[config.mk]
export PLATFORM = sky130hd
export DESIGN_NAME = mdu_seq_flat
export DESIGN_NICKNAME = d
export VERILOG_FILES = /design/src/rtl/mdu_seq_pkg.sv /design/src/rtl/mdu_seq_if.sv /design/src/rtl/mdu_step_core.sv /design/src/rtl/mdu_seq.sv /design/src/flat_wrapper.sv
export SDC_FILE = /design/constraint.sdc
export NUM_CORES = 1
export LEC_CHECK = 0
export BUFFER_PORTS_ARGS = -buffer_cell sky130_fd_sc_hd__buf_2
export CELL_PAD_IN_SITES_DETAIL_PLACEMENT = 2
export CELL_PAD_IN_SITES_GLOBAL_PLACEMENT = 2
export CORE_MARGIN = 4
export CORE_UTILIZATION = 36
export DETAILED_ROUTE_END_ITERATION = 10
export MAX_ROUTING_LAYER = met4
export PLACE_DENSITY = 0.87
export SYNTH_ARGS = -nofsm -noshare
export SYNTH_HDL_FRONTEND = slang
export SYNTH_SLANG_ARGS = --single-unit
[constraint.sdc]
create_clock -name clk -period 7.79 [get_ports clk]
set_input_delay 2.337 -clock clk [delete_from_list [all_inputs] [get_ports clk]]
set_output_delay 2.337 -clock clk [all_outputs]
set_load 0.01 [all_outputs]
[src/rtl/mdu_seq_pkg.sv]
// Shared decode constants: ALU opcodes, MDU operation codes, MDU FSM states
// and the step-core mode select.
package mdu_seq_pkg;

    typedef enum logic [3:0] {
        ALU_ADD  = 4'd0,
        ALU_SUB  = 4'd1,
        ALU_AND  = 4'd2,
        ALU_OR   = 4'd3,
        ALU_XOR  = 4'd4,
        ALU_NOR  = 4'd5,
        ALU_SLT  = 4'd6,
        ALU_SLTU = 4'd7,
        ALU_SLL  = 4'd8,
        ALU_SRL  = 4'd9,
        ALU_SRA  = 4'd10,
        ALU_LUI  = 4'd11
    } alu_op_t;

    typedef enum logic [2:0] {
        MDU_NONE  = 3'd0,
        MDU_MULT  = 3'd1,
        MDU_MULTU = 3'd2,
        MDU_DIV   = 3'd3,
        MDU_DIVU  = 3'd4,
        MDU_MTHI  = 3'd5,
        MDU_MTLO  = 3'd6,
        MDU_RSVD  = 3'd7
    } mdu_op_t;

    typedef enum logic [1:0] {
        ST_IDLE = 2'd0,
        ST_RUN  = 2'd1,
        ST_DONE = 2'd2
    } mdu_state_t;

    typedef enum logic {
        STEP_MUL = 1'b0,
        STEP_DIV = 1'b1
    } step_mode_t;

    // True for the four opcodes that start a 32-step iterative operation.
    function automatic logic is_muldiv(input mdu_op_t op);
        return (op == MDU_MULT) || (op == MDU_MULTU) ||
               (op == MDU_DIV)  || (op == MDU_DIVU);
    endfunction

endpackage

[src/rtl/mdu_seq_if.sv]
// Control-unit <-> MDU bus: opcode and operands in, HI/LO and stall/busy out.
interface mdu_seq_if #(
    parameter int unsigned WIDTH = 32
);
    logic [2:0]       mdu;
    logic [WIDTH-1:0] rdata1;
    logic [WIDTH-1:0] rdata2;
    logic [WIDTH-1:0] hi;
    logic [WIDTH-1:0] lo;
    logic             stall;
    logic             busy;

    modport master (
        output mdu, rdata1, rdata2,
        input  hi, lo, stall, busy
    );

    modport slave (
        input  mdu, rdata1, rdata2,
        output hi, lo, stall, busy
    );
endinterface

[src/rtl/mdu_step_core.sv]
// One radix-2 iteration of the multiplier/divider datapath.
// Multiply: {acc,rem} is the partial product, rem[0] is the next multiplier bit.
// Divide:   acc is the partial remainder, rem shifts dividend bits out at the
//           top and quotient bits in at the bottom.
module mdu_step_core
    import mdu_seq_pkg::*;
#(
    parameter int unsigned WIDTH = 32
) (
    input  step_mode_t       mode,
    input  logic [WIDTH-1:0] acc,
    input  logic [WIDTH-1:0] operand,
    input  logic [WIDTH-1:0] rem,
    output logic [WIDTH-1:0] acc_next,
    output logic [WIDTH-1:0] rem_next
);

    logic [WIDTH:0]   sum;
    logic [WIDTH:0]   shifted;
    logic [WIDTH-1:0] diff;
    logic             ge;

    // Shift-add for multiply, restoring shift-subtract for divide.
    // An explicit compare decides the subtract so a zero divisor still shifts
    // the dividend into acc and sets every quotient bit.
    always_comb begin
        sum      = {1'b0, acc} + {1'b0, (rem[0] ? operand : '0)};
        shifted  = {acc, rem[WIDTH-1]};
        ge       = (shifted >= {1'b0, operand});
        diff     = shifted[WIDTH-1:0] - operand;
        acc_next = acc;
        rem_next = rem;
        if (mode == STEP_MUL) begin
            acc_next = sum[WIDTH:1];
            rem_next = {sum[0], rem[WIDTH-1:1]};
        end else begin
            acc_next = ge ? diff : shifted[WIDTH-1:0];
            rem_next = {rem[WIDTH-2:0], ge};
        end
    end

endmodule

[src/rtl/mdu_seq.sv]
// Sequential multiply/divide unit with HI/LO registers. A mul/div occupies
// the pipeline for 34 cycles: one issue cycle, 32 RUN steps, one DONE cycle.
module mdu_seq
    import mdu_seq_pkg::*;
#(
    parameter int unsigned WIDTH = 32
) (
    input  logic     clk,
    input  logic     rst,
    mdu_seq_if.slave bus
);

    mdu_op_t          op;
    mdu_state_t       state;
    step_mode_t       mode;
    logic [4:0]       cnt;
    logic [WIDTH-1:0] acc;
    logic [WIDTH-1:0] opnd;
    logic [WIDTH-1:0] rem;
    logic [WIDTH-1:0] acc_nx;
    logic [WIDTH-1:0] rem_nx;
    logic [WIDTH-1:0] hi_q;
    logic [WIDTH-1:0] lo_q;
    logic             busy_q;
    logic             neg_q;
    logic             neg_r;
    logic             div0;

    logic             issue;
    logic             op_signed;
    logic             op_div;
    logic [WIDTH-1:0] mag1;
    logic [WIDTH-1:0] mag2;

    logic [2*WIDTH-1:0] prod_mag;
    logic [2*WIDTH-1:0] prod;
    logic [WIDTH-1:0]   quot;
    logic [WIDTH-1:0]   remd;

    assign op        = mdu_op_t'(bus.mdu);
    assign issue     = (state == ST_IDLE) && is_muldiv(op);
    assign op_signed = (op == MDU_MULT) || (op == MDU_DIV);
    assign op_div    = (op == MDU_DIV) || (op == MDU_DIVU);

    // Magnitudes: 0x80000000 negates to itself and is then treated as unsigned.
    assign mag1 = (op_signed && bus.rdata1[WIDTH-1]) ? (~bus.rdata1 + 1'b1) : bus.rdata1;
    assign mag2 = (op_signed && bus.rdata2[WIDTH-1]) ? (~bus.rdata2 + 1'b1) : bus.rdata2;

    // Final results are taken from the step core output of the last RUN cycle.
    // A zero divisor skips quotient negation; the remainder path restores the
    // original dividend because it takes the dividend's sign.
    assign prod_mag = {acc_nx, rem_nx};
    assign prod     = neg_q ? (~prod_mag + 1'b1) : prod_mag;
    assign quot     = (neg_q && !div0) ? (~rem_nx + 1'b1) : rem_nx;
    assign remd     = neg_r ? (~acc_nx + 1'b1) : acc_nx;

    assign bus.stall = !rst && ((state == ST_RUN) || issue);
    assign bus.busy  = busy_q;
    assign bus.hi    = hi_q;
    assign bus.lo    = lo_q;

    mdu_step_core #(.WIDTH(WIDTH)) u_step (
        .mode     (mode),
        .acc      (acc),
        .operand  (opnd),
        .rem      (rem),
        .acc_next (acc_nx),
        .rem_next (rem_nx)
    );

    // Control FSM, operand capture, iteration counter and HI/LO writes.
    always_ff @(posedge clk or posedge rst) begin
        if (rst) begin
            state  <= ST_IDLE;
            mode   <= STEP_MUL;
            cnt    <= '0;
            acc    <= '0;
            opnd   <= '0;
            rem    <= '0;
            hi_q   <= '0;
            lo_q   <= '0;
            busy_q <= 1'b0;
            neg_q  <= 1'b0;
            neg_r  <= 1'b0;
            div0   <= 1'b0;
        end else begin
            case (state)
                ST_IDLE: begin
                    if (issue) begin
                        mode   <= op_div ? STEP_DIV : STEP_MUL;
                        cnt    <= '0;
                        acc    <= '0;
                        opnd   <= op_div ? mag2 : mag1;
                        rem    <= op_div ? mag1 : mag2;
                        neg_q  <= op_signed && (bus.rdata1[WIDTH-1] ^ bus.rdata2[WIDTH-1]);
                        neg_r  <= op_signed && bus.rdata1[WIDTH-1];
                        div0   <= op_div && (bus.rdata2 == '0);
                        busy_q <= 1'b1;
                        state  <= ST_RUN;
                    end else if (op == MDU_MTHI) begin
                        hi_q <= bus.rdata1;
                    end else if (op == MDU_MTLO) begin
                        lo_q <= bus.rdata1;
                    end
                end
                ST_RUN: begin
                    acc <= acc_nx;
                    rem <= rem_nx;
                    cnt <= cnt + 5'd1;
                    if (cnt == 5'd31) begin
                        busy_q <= 1'b0;
                        state  <= ST_DONE;
                        if (mode == STEP_DIV) begin
                            hi_q <= remd;
                            lo_q <= quot;
                        end else begin
                            hi_q <= prod[2*WIDTH-1:WIDTH];
                            lo_q <= prod[WIDTH-1:0];
                        end
                    end
                end
                ST_DONE: begin
                    state <= ST_IDLE;
                end
                default: begin
                    state <= ST_IDLE;
                end
            endcase
        end
    end

endmodule

[src/flat_wrapper.sv]
// flat-port wrapper written by rule: the top's interface ports become plain ports
module mdu_seq_flat import mdu_seq_pkg::*;
#(
    parameter int unsigned WIDTH = 32
)
  (clk, rst, bus_mdu, bus_rdata1, bus_rdata2, bus_hi, bus_lo, bus_stall, bus_busy);
  mdu_seq_if #(.WIDTH(WIDTH)) bus_i ();
  input  logic clk;
  input  logic rst;
  input wire logic [$bits(bus_i.mdu)-1:0] bus_mdu;
  input wire logic [$bits(bus_i.rdata1)-1:0] bus_rdata1;
  input wire logic [$bits(bus_i.rdata2)-1:0] bus_rdata2;
  output wire logic [$bits(bus_i.hi)-1:0] bus_hi;
  output wire logic [$bits(bus_i.lo)-1:0] bus_lo;
  output wire logic [$bits(bus_i.stall)-1:0] bus_stall;
  output wire logic [$bits(bus_i.busy)-1:0] bus_busy;
  assign bus_i.mdu = bus_mdu;
  assign bus_i.rdata1 = bus_rdata1;
  assign bus_i.rdata2 = bus_rdata2;
  assign bus_hi = bus_i.hi;
  assign bus_lo = bus_i.lo;
  assign bus_stall = bus_i.stall;
  assign bus_busy = bus_i.busy;
  mdu_seq #(.WIDTH(WIDTH)) u_core (.clk(clk), .rst(rst), .bus(bus_i));
endmodule
# Yosys cells after proc, flatten, opt, wreduce, memory -nomap -nowiden
# Index checks and enable logic that the tools add are counted.
# totals
input_bits	69
wordCells	100
reg_bits	172
output_inout_bits	66
# classes
n_lt_le_gt_ge	1
reduce_logical	24
n_mux	35
bitwise	6
add_sub_neg	8
n_eq_ne	14
# op_table
op	count
32-bit two-way mux	21
32-bit case mux with 2 select lines	4
32-bit by 1-bit adder with 32-bit output (second input constant)	4
32-bit inverter	4
64-bit by 1-bit adder with 64-bit output (second input constant)	1
64-bit two-way mux	1
64-bit inverter	1
32-bit by 32-bit adder with 33-bit output	1
33-bit by 32-bit >= comparator with 1-bit output	1
32-bit zero test	1
32-bit subtractor	1
2-bit != test (second input constant)	5
5-bit case mux with 2 select lines	1
3-bit == test (second input constant)	3
1-bit logical AND	7
3-bit by 2-bit == test with 1-bit output (second input constant)	2
1-bit logical OR	6
2-bit AND reduction	3
5-bit by 1-bit adder with 5-bit output (second input constant)	1
5-bit == test (second input constant)	1
5-bit two-way mux	1
5-bit AND reduction	1
2-bit two-way mux	2
2-bit case mux with 2 select lines	1
other kinds (11)	14

# Longest topological paths before layout
# depth
ltp_word	9
ltp_mapped	21
depth_no_buf	20

# By module
# A second synthesis with hierarchy kept.
# hier_totals
hier_cells	1919
area_unflattened_um2	15187.1
# by_module_without_submodules
mod	n_inst	cells_per_inst	area_per_inst_um2
mdu_seq	1	1278	10690.3
mdu_step_core	1	641	4496.8

# Worst setup path before layout
# Ideal clock, no wire load.
# synth_path
path_type	input to output
start	input bus_mdu[0]
end	output bus_stall
arrival_time_ns	3.553
cell_stages	7
path_slack_ns	1.900
cell_sequence	nor2_1 -> xnor2_1 -> nor2_1 -> or2_2 -> clkbuf_1 -> buf_1 -> nor2_1
# synth_between
elab_chain_len	7
# synth_rtl
element	line_no	rtl
start: declaration	flat_wrapper.sv:10	input wire logic [$bits(bus_i.mdu)-1:0] bus_mdu;
3-bit by 1-bit == test with 1-bit output / 3-bit by 2-bit == test with 1-bit output (equally long branches)	mdu_seq_pkg.sv:44	return (op == MDU_MULT) || (op == MDU_MULTU) ||
1-bit logical OR (2 in series)	mdu_seq_pkg.sv:44	
1-bit logical OR *	mdu_seq_pkg.sv:45	(op == MDU_DIV) || (op == MDU_DIVU);
1-bit logical AND *	mdu_seq.sv:41	assign issue = (state == ST_IDLE) && is_muldiv(op);
1-bit logical OR *	mdu_seq.sv:57	assign bus.stall = !rst && ((state == ST_RUN) || issue);
1-bit logical AND *	mdu_seq.sv:57	
end: declaration	flat_wrapper.sv:15	output wire logic [$bits(bus_i.stall)-1:0] bus_stall;
# Mark *: on every way between the ends. The rest lies on a longest branch, timed or not.

# Worst setup path in the final report
# layout_path
start	register u_core.acc[8]
end	register u_core.hi_q[26] (netlist: u_core.bus.hi[26])
# layout_between
elab_chain_len	9
# layout_rtl
element	line_no	rtl
start: declaration	mdu_seq.sv:17	logic [WIDTH-1:0] acc;
start signal: assignment	mdu_seq.sv:107	acc <= acc_nx;
32-bit subtractor / 33-bit by 32-bit >= comparator with 1-bit output (equally long branches)	mdu_step_core.sv:30, mdu_step_core.sv:29	
32-bit two-way mux	mdu_step_core.sv:37	acc_next = ge ? diff : shifted[WIDTH-1:0];
32-bit two-way mux	mdu_step_core.sv:33	if (mode == STEP_MUL) begin
64-bit inverter / 32-bit inverter (equally long branches)	mdu_seq.sv:53, mdu_seq.sv:55	
64-bit by 1-bit adder with 64-bit output / 32-bit by 1-bit adder with 32-bit output (equally long branches)	mdu_seq.sv:53, mdu_seq.sv:55	
64-bit two-way mux / 32-bit two-way mux (equally long branches)	mdu_seq.sv:53, mdu_seq.sv:55	
32-bit two-way mux *	mdu_seq.sv:113	if (mode == STEP_DIV) begin
32-bit two-way mux *	mdu_seq.sv:110	if (cnt == 5'd31) begin
32-bit case mux with 2 select lines *	mdu_seq.sv:87	case (state)
end signal: assignment	mdu_seq.sv:101	hi_q <= bus.rdata1;
end signal: assignment	mdu_seq.sv:114	hi_q <= remd;
end signal: assignment	mdu_seq.sv:117	hi_q <= prod[2*WIDTH-1:WIDTH];
end: declaration	mdu_seq.sv:22	logic [WIDTH-1:0] hi_q;
# Mark *: on every way between the ends. The rest lies on a longest branch, timed or not. The select of a mux whose other input is x is not followed.
# A chain may end at the register's enable or synchronous reset.

==> reports/summary.md <==
* maximum capacitance violations: 0
* number of gates resized after cts: 0
* clock root cell: clkbuf_16
* Num CTS Buffers: 17
* post-synth cell types: 91
* vias in the first global route: 20339
* number of antenna-violating nets in the routed design: 0
* Final Critical Period: 6.27 ns
* type of element launching the critical path: flip-flop
* source-to-sink clock delay at the later pin of the worst-skew pair: 0.49 ns
* Wirelength per Cell: 30.2 um
* mapped cell area: 0.0164 sq mm
* path class of the lowest-slack min-delay path: flip-flop to flip-flop
* Critical Path, Cell by Cell: ha_1 > nand4_1 > nor4_1 > a31oi_1 > o211a_1 > nand2_1 > buf_4 > o211ai_1 > a211o_1 > nor4_2 > nand4b_1 > o31ai_1 > nor3_1 > or3_1
* Placeable Area: 0.0453 sq mm
* destination of the worst hold path: u_core.cnt[2]$_DFFE_PP0P_
* IO Pins: 135
* count of filler cells inserted in the layout: 5321
* async set-or-reset flop fraction in the synthesized netlist: 1.00
* Post-Syn Instances: 2194
* Starting Density: 0.363
* H-tree depth: 4
* Mapped Nets: 2335
* synthesis-stage register bit count: 172
* maximum net fanout on the critical path: 12
* first-pass iteration count of the detailed router: 7
* family with the most delay on the worst path: simple AND/OR/NAND/NOR gates
* Sum Neg Setup Slack: 0 ns
* Final GP Congestion: 0.958
* type of element capturing the critical path: flip-flop
* flop-to-flop setup slack: 1.52 ns
* fraction of final layout cells with drive strength greater than 1: 0.114
* Net count, final: 2375
* Chip Width: 222 um
* Reg2Reg Capture Point: u_core.bus.hi[26]$_DFFE_PP0P_
* setup repair after global routing missed its margin: false
* Detailed Route WL: 86000 um
* category of the most critical setup path: flip-flop to flip-flop
* Critical Path RT: 8.15 ns
* status: complete, no violations
* maximum achievable frequency: 159 MHz
* Hold Path Stages: 1
* maximum number of pins on one net before global-route repair: 82
* clock skew after layout: 0.0232 ns
* total via count after detailed routing: 18891
* share of the synthesized area in the top cell type: 0.262
* pin slew with the least headroom to its limit: 1.18 ns
* average vias per placed instance: 6.63
* Worst slew margin: 0.214
* synth top area cells: dfrtp_1, a21oi_1, nand2_1, o21ai_0, ha_1
* Setup violations, final: 0
* number of max-slew violations in the final report: 0
* full die area: 0.0491 sq mm
* Hold Startpoint: u_core.cnt[2]$_DFFE_PP0P_
* clock transition at the register clock pins on the worst setup and hold paths after CTS: 0.08 ns
* vertical extent of the die: 222 um
* final critical-path share of the clock period: 0.805
* count of synthesis-stage warnings from yosys: 0
* met2 usage in global routing: 0.571
* post-synth top area cell: dfrtp_1
* layer carrying the most global-route usage: met2
* initial antenna violation count: 5
* sequential-to-total area share from yosys stat: 0.262
* count of endpoints failing hold in the final timing report: 0
* area growth from synthesis to layout: 10.8%
* CP bufs+invs: 1
* Buffers on Ports: 134
* met1 track demand over resource: 0.420
* M3 GR Usage: 0.0393
* Avg Cell Area, Syn: 7.49 sq um
* # Post-CTS Setup Buffers: 0
* Total Routing Usage GR: 0.350
* Hold Buf Count CTS: 0
* EDFF count, synth: 0
* global-route wire length before repair: 130000 um
* global route overflow: 0
* cell type of the slowest stage on the worst timing path: nor4_1
* drt initial violations: 1759
* total DRC errors in the routed layout: 0
* TritonCTS clock tree: yes
* Max Root-Sink Buffers: 2
* critical register-to-register path startpoint: u_core.acc[8]$_DFFE_PP0P_
* number of cells on the worst reg-to-reg path: 14
* number of core rows: 78
* CP arrival: 6.63 ns
* estimated wirelength of the detail-placed design: 65700 um
* most common flop cell mapped by yosys: dfrtp_1
* crit-path max cell delay: 0.64 ns
* TritonCTS Sinks: 172
[synthesized netlist by cell type (27+ instances only)]
| master | count |
|---|---|
| nand3_1 | 49 |
| or3_1 | 27 |
| dfrtp_1 | 172 |
| xor2_1 | 46 |
| inv_1 | 76 |
| nand2_1 | 250 |
| a21oi_1 | 217 |
| o211ai_1 | 47 |
| mux2i_1 | 38 |
| xnor2_1 | 84 |
| ha_1 | 70 |
| clkbuf_1 | 112 |
| o21ai_0 | 181 |
| a31oi_1 | 52 |
| and2_1 | 47 |
| nor2_1 | 198 |
| a21o_1 | 32 |
| nor3_1 | 45 |
[area by class of cell]
class,count,area (sq um),share of cell area
Timing Repair Buffer,164,896,0.0492
Tap cell,600,751,0.0413
Inverter,76,290,0.0160
Antenna cell,2,5.00,0.000275
Sequential cell,172,4310,0.237
Clock inverter,14,193,0.0106
Multi-Input combinational cell,1803,11300,0.622
Clock buffer,18,439,0.0241
[state kept, by name, indices dropped and copies added (netlist names)]
signal / cells
u_core.mode: 1
u_core.rem: 32
u_core.bus.hi: 32
u_core.opnd: 32
u_core.div0: 1
u_core.acc: 32
u_core.neg_q: 1
u_core.cnt: 5
u_core.bus.busy: 1
u_core.bus.lo: 32
u_core.state: 2
u_core.neg_r: 1
[metrics by stage]
stage / worst slack [ns] / instances / hold slack, ns / area (sq um) / utilization
final: 1.52 / 2849 / 0.506 / 18200 / 0.402
after global routing: 1.35 / 2848 / 0.522 / 18200 / 0.402
after CTS: 1.68 / 2847 / 0.509 / 18200 / 0.402
after detailed placement: 1.69 / 2815 / 0.495 / 17600 / 0.388
after global placement: 1.71 / 2815 / 0.464 / 17600 / 0.388
after floorplan: 0.793 / 2194 / 0.449 / 16400 / -
[logic make-up (layout without fill, tap and decap cells)]
kind of cell / Yosys count / after routing / share of synthesized area
buf+inv: 219 / 272 / 0.0520
simple gates: 771 / 771 / 0.224
compound gates: 768 / 768 / 0.297
flops: 172 / 172 / 0.262
other cells: 0 / 2 / 0
fa+ha+maj: 72 / 72 / 0.0558
xor+xnor: 130 / 130 / 0.0693
mux: 62 / 62 / 0.0396
[worst max path at each step]
| stage | from | endpoint | slack, ns | cells after the start |
|---|---|---|---|---|
| after global placement | bus_mdu[0] | bus_stall | 1.71 | 8 |
| final | u_core.acc[8]$_DFFE_PP0P_ | u_core.bus.hi[26]$_DFFE_PP0P_ | 1.52 | 14 |
| after global routing | u_core.acc[8]$_DFFE_PP0P_ | u_core.bus.hi[28]$_DFFE_PP0P_ | 1.35 | 14 |
| after detailed placement | bus_mdu[0] | bus_stall | 1.69 | 8 |
| after floorplan | rst | u_core.acc[0]$_DFFE_PP0P_ | 0.79 | 1 |
| after CTS | bus_mdu[0] | bus_stall | 1.68 | 8 |
[worst register-to-register path, stage by stage (launching register included)]
cell and delay [ns]:
dfrtp_1 0.45, ha_1 0.53, nand4_1 0.22, nor4_1 0.64
a31oi_1 0.22, o211a_1 0.40, nand2_1 0.63, buf_4 0.32
o211ai_1 0.26, a211o_1 0.39, nor4_2 0.64, nand4b_1 0.47
o31ai_1 0.53, nor3_1 0.08, or3_1 0.36
[metal layers]
metal / part of all wire / up-vias
met5: 0 / -
met4: 0.069 / 0
met3: 0.060 / 278
met2: 0.47 / 818
met1: 0.40 / 9700
li1: - / 8095
[placed cells by master (no fill, tap or decap), types with 30 or more instances in the layout]
| cell type | n |
|---|---|
| ha_1 | 70 |
| a21o_1 | 32 |
| nand3_1 | 49 |
| xor2_1 | 46 |
| nor2_1 | 197 |
| a21oi_1 | 215 |
| buf_2 | 134 |
| a31oi_1 | 52 |
| nor3_1 | 45 |
| o211ai_1 | 47 |
| and2_1 | 46 |
| o21ai_0 | 181 |
| xnor2_1 | 84 |
| buf_4 | 30 |
| dfrtp_1 | 171 |
| inv_1 | 75 |
| nand2_1 | 250 |
| mux2i_1 | 38 |
Power is left out: the tool's default activity adds up to more than one toggle a clock period on the data nets, which glitch-free logic cannot reach.
